`src/rtl/wr_stream_packer_if.sv`:
```
// Byte-stream input and FIFO write-port bundle for wr_stream_packer.
// slave = packer side, master = the stream source / FIFO side.
interface wr_stream_packer_if #(
  parameter int DATA_WIDTH = 32,
  parameter int IN_WIDTH   = 8,
  parameter int CNT_WIDTH  = 16
);
  logic                  in_valid;
  logic                  in_ready;
  logic [IN_WIDTH-1:0]   in_data;
  logic                  in_last;
  logic                  fifo_wr_en;
  logic [DATA_WIDTH-1:0] fifo_wr_data;
  logic                  fifo_full;
  logic                  pkt_done;
  logic [CNT_WIDTH-1:0]  pkt_words;
  logic [CNT_WIDTH-1:0]  stall_cnt;

  modport master (
    output in_valid, in_data, in_last, fifo_full,
    input  in_ready, fifo_wr_en, fifo_wr_data, pkt_done, pkt_words, stall_cnt
  );

  modport slave (
    input  in_valid, in_data, in_last, fifo_full,
    output in_ready, fifo_wr_en, fifo_wr_data, pkt_done, pkt_words, stall_cnt
  );
endinterface

```
`src/rtl/wr_stream_packer.sv`:
```
// Write-side feeder for the async FIFO: packs a narrow byte stream little-endian
// into FIFO words, pads the tail of each packet, and reports packet/stall stats.
module wr_stream_packer #(
  parameter int                 DATA_WIDTH = 32,
  parameter int                 IN_WIDTH   = 8,
  parameter logic [IN_WIDTH-1:0] PAD_VALUE = '0,
  parameter int                 CNT_WIDTH  = 16
) (
  input  logic                 wr_clk,
  input  logic                 wreset_n,
  wr_stream_packer_if.slave    pk_if
);

  localparam int RATIO  = DATA_WIDTH / IN_WIDTH;
  localparam int LANE_W = $clog2(RATIO);

  typedef enum logic [1:0] {IDLE, ACCUM, DRAIN} state_e;

  state_e                state_q, state_d;
  logic [LANE_W-1:0]     lane_q, lane_d;
  logic [DATA_WIDTH-1:0] acc_q, acc_d;
  logic [DATA_WIDTH-1:0] hold_q, hold_d;
  logic                  hold_vld_q, hold_vld_d;
  logic                  run_q;
  logic [CNT_WIDTH-1:0]  wcnt_q, wcnt_d;
  logic [CNT_WIDTH-1:0]  pkt_words_q, pkt_words_d;
  logic [CNT_WIDTH-1:0]  stall_q, stall_d;
  logic                  pkt_done_q, pkt_done_d;

  logic rdy, accept, fire, complete;

  // Insert a beat at its lane; every lane above it takes the pad value so a
  // final partial word is already padded when it leaves the accumulator.
  function automatic logic [DATA_WIDTH-1:0] pack_word(
    input logic [DATA_WIDTH-1:0] acc,
    input logic [LANE_W-1:0]     lane,
    input logic [IN_WIDTH-1:0]   beat
  );
    logic [DATA_WIDTH-1:0] w;
    w = acc;
    for (int i = 0; i < RATIO; i++) begin
      if (i == int'(lane))     w[i*IN_WIDTH +: IN_WIDTH] = beat;
      else if (i > int'(lane)) w[i*IN_WIDTH +: IN_WIDTH] = PAD_VALUE;
    end
    return w;
  endfunction

  function automatic logic [CNT_WIDTH-1:0] sat_inc(input logic [CNT_WIDTH-1:0] v);
    return (&v) ? v : v + CNT_WIDTH'(1);
  endfunction

  always_comb begin
    state_d     = state_q;
    lane_d      = lane_q;
    acc_d       = acc_q;
    hold_d      = hold_q;
    hold_vld_d  = hold_vld_q;
    wcnt_d      = wcnt_q;
    pkt_words_d = pkt_words_q;
    pkt_done_d  = 1'b0;
    stall_d     = stall_q;

    fire     = hold_vld_q && !pk_if.fifo_full;
    rdy      = run_q && (state_q != DRAIN) && (!hold_vld_q || !pk_if.fifo_full);
    accept   = pk_if.in_valid && rdy;
    complete = accept && (pk_if.in_last || (lane_q == LANE_W'(RATIO-1)));

    if (hold_vld_q && pk_if.fifo_full) stall_d = sat_inc(stall_q);

    // In DRAIN the hold register can only contain the packet's final word.
    if (fire) begin
      hold_vld_d = 1'b0;
      if (state_q == DRAIN) begin
        pkt_done_d  = 1'b1;
        pkt_words_d = wcnt_q + CNT_WIDTH'(1);
        wcnt_d      = '0;
        state_d     = IDLE;
      end else begin
        wcnt_d = wcnt_q + CNT_WIDTH'(1);
      end
    end

    if (accept) begin
      if (complete) begin
        hold_d     = pack_word(acc_q, lane_q, pk_if.in_data);
        hold_vld_d = 1'b1;
        acc_d      = '0;
        lane_d     = '0;
      end else begin
        acc_d  = pack_word(acc_q, lane_q, pk_if.in_data);
        lane_d = lane_q + LANE_W'(1);
      end
      state_d = pk_if.in_last ? DRAIN : ACCUM;
    end
  end

  always_ff @(posedge wr_clk or negedge wreset_n) begin
    if (!wreset_n) begin
      state_q     <= IDLE;
      lane_q      <= '0;
      acc_q       <= '0;
      hold_q      <= '0;
      hold_vld_q  <= 1'b0;
      run_q       <= 1'b0;
      wcnt_q      <= '0;
      pkt_words_q <= '0;
      pkt_done_q  <= 1'b0;
      stall_q     <= '0;
    end else begin
      state_q     <= state_d;
      lane_q      <= lane_d;
      acc_q       <= acc_d;
      hold_q      <= hold_d;
      hold_vld_q  <= hold_vld_d;
      run_q       <= 1'b1;
      wcnt_q      <= wcnt_d;
      pkt_words_q <= pkt_words_d;
      pkt_done_q  <= pkt_done_d;
      stall_q     <= stall_d;
    end
  end

  assign pk_if.in_ready     = rdy;
  assign pk_if.fifo_wr_en   = fire;
  assign pk_if.fifo_wr_data = hold_q;
  assign pk_if.pkt_done     = pkt_done_q;
  assign pk_if.pkt_words    = pkt_words_q;
  assign pk_if.stall_cnt    = stall_q;

endmodule

```
`src/flat_wrapper.sv`:
```
// flat-port wrapper written by rule: the top's interface ports become plain ports
module wr_stream_packer_flat 
#(
  parameter int                 DATA_WIDTH = 32,
  parameter int                 IN_WIDTH   = 8,
  parameter logic [IN_WIDTH-1:0] PAD_VALUE = '0,
  parameter int                 CNT_WIDTH  = 16
)
  (wr_clk, wreset_n, pk_if_in_valid, pk_if_in_data, pk_if_in_last, pk_if_fifo_full, pk_if_in_ready, pk_if_fifo_wr_en, pk_if_fifo_wr_data, pk_if_pkt_done, pk_if_pkt_words, pk_if_stall_cnt);
  wr_stream_packer_if #(.DATA_WIDTH(DATA_WIDTH), .IN_WIDTH(IN_WIDTH), .CNT_WIDTH(CNT_WIDTH)) pk_if_i ();
  input  logic wr_clk;
  input  logic wreset_n;
  input wire logic [$bits(pk_if_i.in_valid)-1:0] pk_if_in_valid;
  input wire logic [$bits(pk_if_i.in_data)-1:0] pk_if_in_data;
  input wire logic [$bits(pk_if_i.in_last)-1:0] pk_if_in_last;
  input wire logic [$bits(pk_if_i.fifo_full)-1:0] pk_if_fifo_full;
  output wire logic [$bits(pk_if_i.in_ready)-1:0] pk_if_in_ready;
  output wire logic [$bits(pk_if_i.fifo_wr_en)-1:0] pk_if_fifo_wr_en;
  output wire logic [$bits(pk_if_i.fifo_wr_data)-1:0] pk_if_fifo_wr_data;
  output wire logic [$bits(pk_if_i.pkt_done)-1:0] pk_if_pkt_done;
  output wire logic [$bits(pk_if_i.pkt_words)-1:0] pk_if_pkt_words;
  output wire logic [$bits(pk_if_i.stall_cnt)-1:0] pk_if_stall_cnt;
  assign pk_if_i.in_valid = pk_if_in_valid;
  assign pk_if_i.in_data = pk_if_in_data;
  assign pk_if_i.in_last = pk_if_in_last;
  assign pk_if_i.fifo_full = pk_if_fifo_full;
  assign pk_if_in_ready = pk_if_i.in_ready;
  assign pk_if_fifo_wr_en = pk_if_i.fifo_wr_en;
  assign pk_if_fifo_wr_data = pk_if_i.fifo_wr_data;
  assign pk_if_pkt_done = pk_if_i.pkt_done;
  assign pk_if_pkt_words = pk_if_i.pkt_words;
  assign pk_if_stall_cnt = pk_if_i.stall_cnt;
  wr_stream_packer #(.DATA_WIDTH(DATA_WIDTH), .IN_WIDTH(IN_WIDTH), .PAD_VALUE(PAD_VALUE), .CNT_WIDTH(CNT_WIDTH)) u_core (.wr_clk(wr_clk), .wreset_n(wreset_n), .pk_if(pk_if_i));
endmodule
```
`config.mk`:
```
export PLATFORM = sky130hd
export DESIGN_NAME = wr_stream_packer_flat
export DESIGN_NICKNAME = d
export VERILOG_FILES = /design/src/rtl/wr_stream_packer_if.sv /design/src/rtl/wr_stream_packer.sv /design/src/flat_wrapper.sv
export SDC_FILE = /design/constraint.sdc
export NUM_CORES = 1
export LEC_CHECK = 0
export CAP_MARGIN = 20
export CORE_UTILIZATION = 30
export DETAILED_ROUTE_END_ITERATION = 6
export SYNTH_ARGS = -nofsm -noshare
export SYNTH_HDL_FRONTEND = slang
export SYNTH_SLANG_ARGS = --single-unit
```
`constraint.sdc`:
```
create_clock -name wr_clk -period 2.85 [get_ports wr_clk]
set_input_delay 0.4275 -clock wr_clk [delete_from_list [all_inputs] [get_ports wr_clk]]
set_output_delay 0.4275 -clock wr_clk [all_outputs]
set_load 0.005 [all_outputs]
```
Word-level counts from Yosys, hierarchy flattened
Cells that the tools add are included.
{ "op_classes": {"order_cmp": 3, "n_bitwise": 1, "muxes": 19, "n_addsub": 3, "eq_ne": 6, "reduce_logical": 18} }
{ "op_table": {"columns": ["cell", "n"], "rows": [
  ["8-bit two-way mux", 7],
  ["16-bit by 1-bit adder with 16-bit output, second input constant", 2],
  ["32-bit two-way mux", 1],
  ["16-bit two-way mux", 1],
  ["16-bit AND reduction", 1],
  ["2-bit two-way mux", 5],
  ["2-bit AND reduction", 4],
  ["1-bit logical AND", 6],
  ["1-bit two-way mux", 5],
  ["2-bit equality test, first input constant", 2],
  ["2-bit equality test, second input constant", 2],
  ["2-bit greater-than comparator, first input constant", 2],
  ["2-bit nonzero test", 2],
  ["2-bit by 1-bit adder with 2-bit output, second input constant", 1],
  ["1-bit by 2-bit equality test with 1-bit output, first input constant", 1],
  ["1-bit by 2-bit greater-than comparator with 1-bit output, first input constant", 1],
  ["1-bit zero test", 2],
  ["2-bit zero test", 1],
  ["1-bit logical OR", 2],
  ["2-bit inequality test, second input constant", 1],
  ["1-bit inverter", 1]
]} }
{ "totals": {"in_bits": 13, "word_cells": 60, "ff_bits": 119} }

Depth between registers and ports, before layout
{ "depth": {"depth_word": 7, "ltp_mapped": 7} }

Worst setup path before layout
Ideal clock, no wire load.
{ "synth_timing": {"kind": "reg-to-reg", "start": "reg u_core.stall_q[0] (netlist: u_core.pk_if.stall_cnt[0])", "end": "reg u_core.stall_q[1] (netlist: u_core.pk_if.stall_cnt[1])", "slack_ns": 1.140, "path_buffers": 1, "t_arrival_ns": 1.585, "stages_incl_launch_ff": 6, "t_required_ns": 2.725, "cell_sequence": "dfrtp_1 > ha_1 > nand4_2 > o41a_1 > buf_6 > mux2_4"} }
{ "synth_via": {"elab_chain_len": 3, "elab_cells_between_ends": 4, "classes_between": "1 x add/sub; 1 x bitwise; 2 x reduce/logical"} }
{ "synth_lines": {"columns": ["element", "line_no", "source"], "rows": [
  ["start, declared", "wr_stream_packer.sv:27", "logic [CNT_WIDTH-1:0] stall_q, stall_d;"],
  ["start signal, assigned", "wr_stream_packer.sv:119", "stall_q <= stall_d;"],
  ["branches (longest 3 deep; another with 16-bit by 1-bit adder with 16-bit output)", null, null]
]} }
Parallel ways; which one is timed is not known.
A chain may end at the register's enable or synchronous reset.

Final worst setup path
{ "layout_timing": {"start": "reg u_core.state_q[0]", "end": "out pk_if_in_ready"} }
{ "layout_via": {"elab_chain_len": 3} }
{ "layout_lines": {"columns": ["element", "line_no", "source"], "rows": [
  ["start, declared", "wr_stream_packer.sv:19", "state_e state_q, state_d;"],
  ["start signal, assigned", "wr_stream_packer.sv:110", "state_q <= state_d;"],
  ["2-bit inequality test", "wr_stream_packer.sv:64", "rdy = run_q && (state_q != DRAIN) && (!hold_vld_q || !pk_if.fifo_full);"],
  ["1-bit logical AND (2 in a row)", "wr_stream_packer.sv:64", null],
  ["end, declared", "flat_wrapper.sv:17", "output wire logic [$bits(pk_if_i.in_ready)-1:0] pk_if_in_ready;"]
]} }
Every way passes these cells.

==> impl_results.md <==
- Htree depth: 3
- Vias per cell: 5.11
- VDD IR max: 457 uV
- Post-Syn Area: 4990 um2
- GRT overflow: 0
- Relative slew margins: 33.6%
- Crit path cell chain: nand2b_1, and3_1, clkdlybuf4s50_1
- RD Place Congestion: 0.794
- Antenna-violating nets left: 0
- Cell with the most instances after synthesis: dfrtp_1
- Syn avg cell area: 10.8 um2
- Post-Synthesis Cells: 463
- Setup TNS: 0 ns
- Clock transition at the registers of the reported paths: 0.07 ns
- Syn_nets: 482
- WP data required: 2.42 ns
- Min-Delay Path Class: in -> async
- Initial antenna violation count: 0
- Vias: 3836
- Startpoint Class: flip-flop
- DR WL/cell: 16.4 um
- RSZ-0062 raised after global routing: false
- CTS tree: done
- Boundary pin count: 80
- FF+latch count, synth: 111
- PortBufs: 79
- Worst reg2reg setup slack: 0.67 ns
- Max Root-Sink Buffers: 2
- DP HPWL: 8.33 mm
- Skew final: 0.00499 ns
- Final Util: 39.4%
- N_diodes: 0
- Crit path time final: 2.31 ns
- Max Slew Vio Count: 0
- Nets: 548
- DR iter-0 viols: 266
- Max-cap violation count: 0
- WP buf/inv: 1
- Number of cells on the critical path: 3
- Synth cell types: 48
- Fillcell total: 1529
- Starting density of the core: 31.1%
- TritonRoute pass-1 iters: 5
- Worst-Skew Late Latency: 0.35 ns
- Post-synthesis sequential area ratio: 55.6%
- Status: completed
- FF+latch area: 2780 um2
- Area leader, netlist: dfrtp_1
- Largest net degree at the start of global routing: 51
- Num Clock Sinks: 111
- Post-synth EDFFs: 0
- # DRC: 0
- First-pass GRT wire length: 20.4 mm
- WHS: 0.115 ns
- Setup repair bufs after CTS: 0
- Row cnt: 46
- Footprint of the multi-input gates: 2040 um2
- Synthesis-to-layout area growth: 26.6%
- Critical path class: reg -> out
- Worst-Margin Slew: 0.987 ns
- Synth top area cells: dfrtp_1 56%, a22o_1 6.0%, o21ai_0 5.5%
- CP Capture Type: output pin
- Final Cycle Share: 81.1%
- Total chip power: 0.00504 W
- Main flop type after synthesis: dfrtp_1
- R2R cell count: 4
- Core ar.: 16100 um2
- Die Span X: 131 um
- Hold_buf cts: 0
- Crit path largest cell delay: 0.50 ns
- Crit path max fanout: 10
- Die area: 17200 um2
- Die Span Y: 131 um
- Commonest cells in the netlist: 111 x dfrtp_1, 55 x o21ai_0, 41 x nand2_1
- Post-synth ARST share: 100%
- Vias in the first global route: 3964
- YS warnings: 0
- Inserted Clock Buffers: 9
- Finish-stage setup viols: 0
- Layout cells sized above 1: 6.18%
- Cell family with most CP delay: simple AND/OR/NAND/NOR gates
- GRT Util Overall: 15.4%
- Placement Cell Area: 5970 um2
- Leak pwr: 2.70 nW
- Root Driver: clkbuf_16
- Max Fclk: 0.433 GHz
- Power per cell area: 798 nW/um2
- Fin area: 6320 um2
- Post-CTS Resized: 0
- Post-synth top area share: 55.6%
- Final Hold Fails: 0
- Crit-path slowest cell: clkdlybuf4s50_1
- Drt total wl: 12.3 mm
- Worst EP arrival: 1.88 ns
## routing by layer
layer	GRT usage [%]	share of wire (%)	up-vias
li1	-	-	1824
met1	21.0	48	1898
met3	3.91	5.5	12
met2	24.1	45	102
met5	0	0	-
met4	4.60	1.3	0
## power breakdown
group | switching, W | leakage, nW | total, W | internal (W)
registers | 0.000270 | 1.47 | 0.00220 | 0.00193
clock network | 0.000586 | 0.170 | 0.00147 | 0.000886
logic | 0.000622 | 1.06 | 0.00138 | 0.000754
total | 0.00148 | 2.70 | 0.00504 | 0.00357
## placed cells by master (no fill, tap or decap), drive strengths merged, types with 11 or more instances in the layout
master / count
clkbuf: 11
xnor2: 16
nand2: 41
a22o: 34
xor2: 11
nand3: 25
o21ai: 75
nand4: 16
a22oi: 15
clkdlybuf4s50: 78
dfrtp: 111
## cells by family after synthesis
group                      after synthesis  share of synthesized area, %
adders and majority gates                6                          1.50
muxes                                    9                          1.90
AOI/OAI and AO/OA                      147                          19.5
xor gates and xnor gates                27                          4.74
and+or+nand+nor                        125                          13.2
other                                    1                        0.0751
DFF                                    111                          55.6
buffers and inverters                   37                          3.43
## worst paths after layout
| path | end | startpoint |
|---|---|---|
| setup / recovery | pk_if_in_ready | u_core.state_q[0] |
| hold / removal | u_core.pk_if.fifo_wr_data[25] | wreset_n |
| setup reg to reg | u_core.acc_q[5] | u_core.lane_q[0] |
| hold reg to reg | u_core.pk_if.pkt_words[7] | u_core.pk_if.pkt_words[7] |
| max in group asynchronous | u_core.acc_q[2] | wreset_n |
| min in group wr_clk | u_core.pk_if.pkt_words[7] | u_core.pk_if.pkt_words[7] |
## registers in the layout (all words and copies together), names as in the netlist
signal and count:
u_core.pk_if.fifo_wr_data 32, u_core.acc_q 24, u_core.pk_if.pkt_words 16, u_core.pk_if.stall_cnt 16, u_core.wcnt_q 16, u_core.lane_q 2, u_core.state_q 2, u_core.hold_vld_q 1
u_core.pk_if.pkt_done 1, u_core.run_q 1
## final cells by class
class,instances,area share [%]
inverters,4,0.238
clock buffers,11,3.84
clock inverters,5,1.64
repair buffers,88,13.7
well taps,216,4.28
flip-flops and latches,111,43.9
multi-input cells,315,32.3
## metrics by stage
step                std cells  setup WS, ns
floorplan                 463          1.14
global placement          734         0.599
detailed placement        734         0.588
CTS                       750         0.516
global route              750         0.455
finish                    750         0.539
Note: power is estimated with default switching activity, not from simulation.
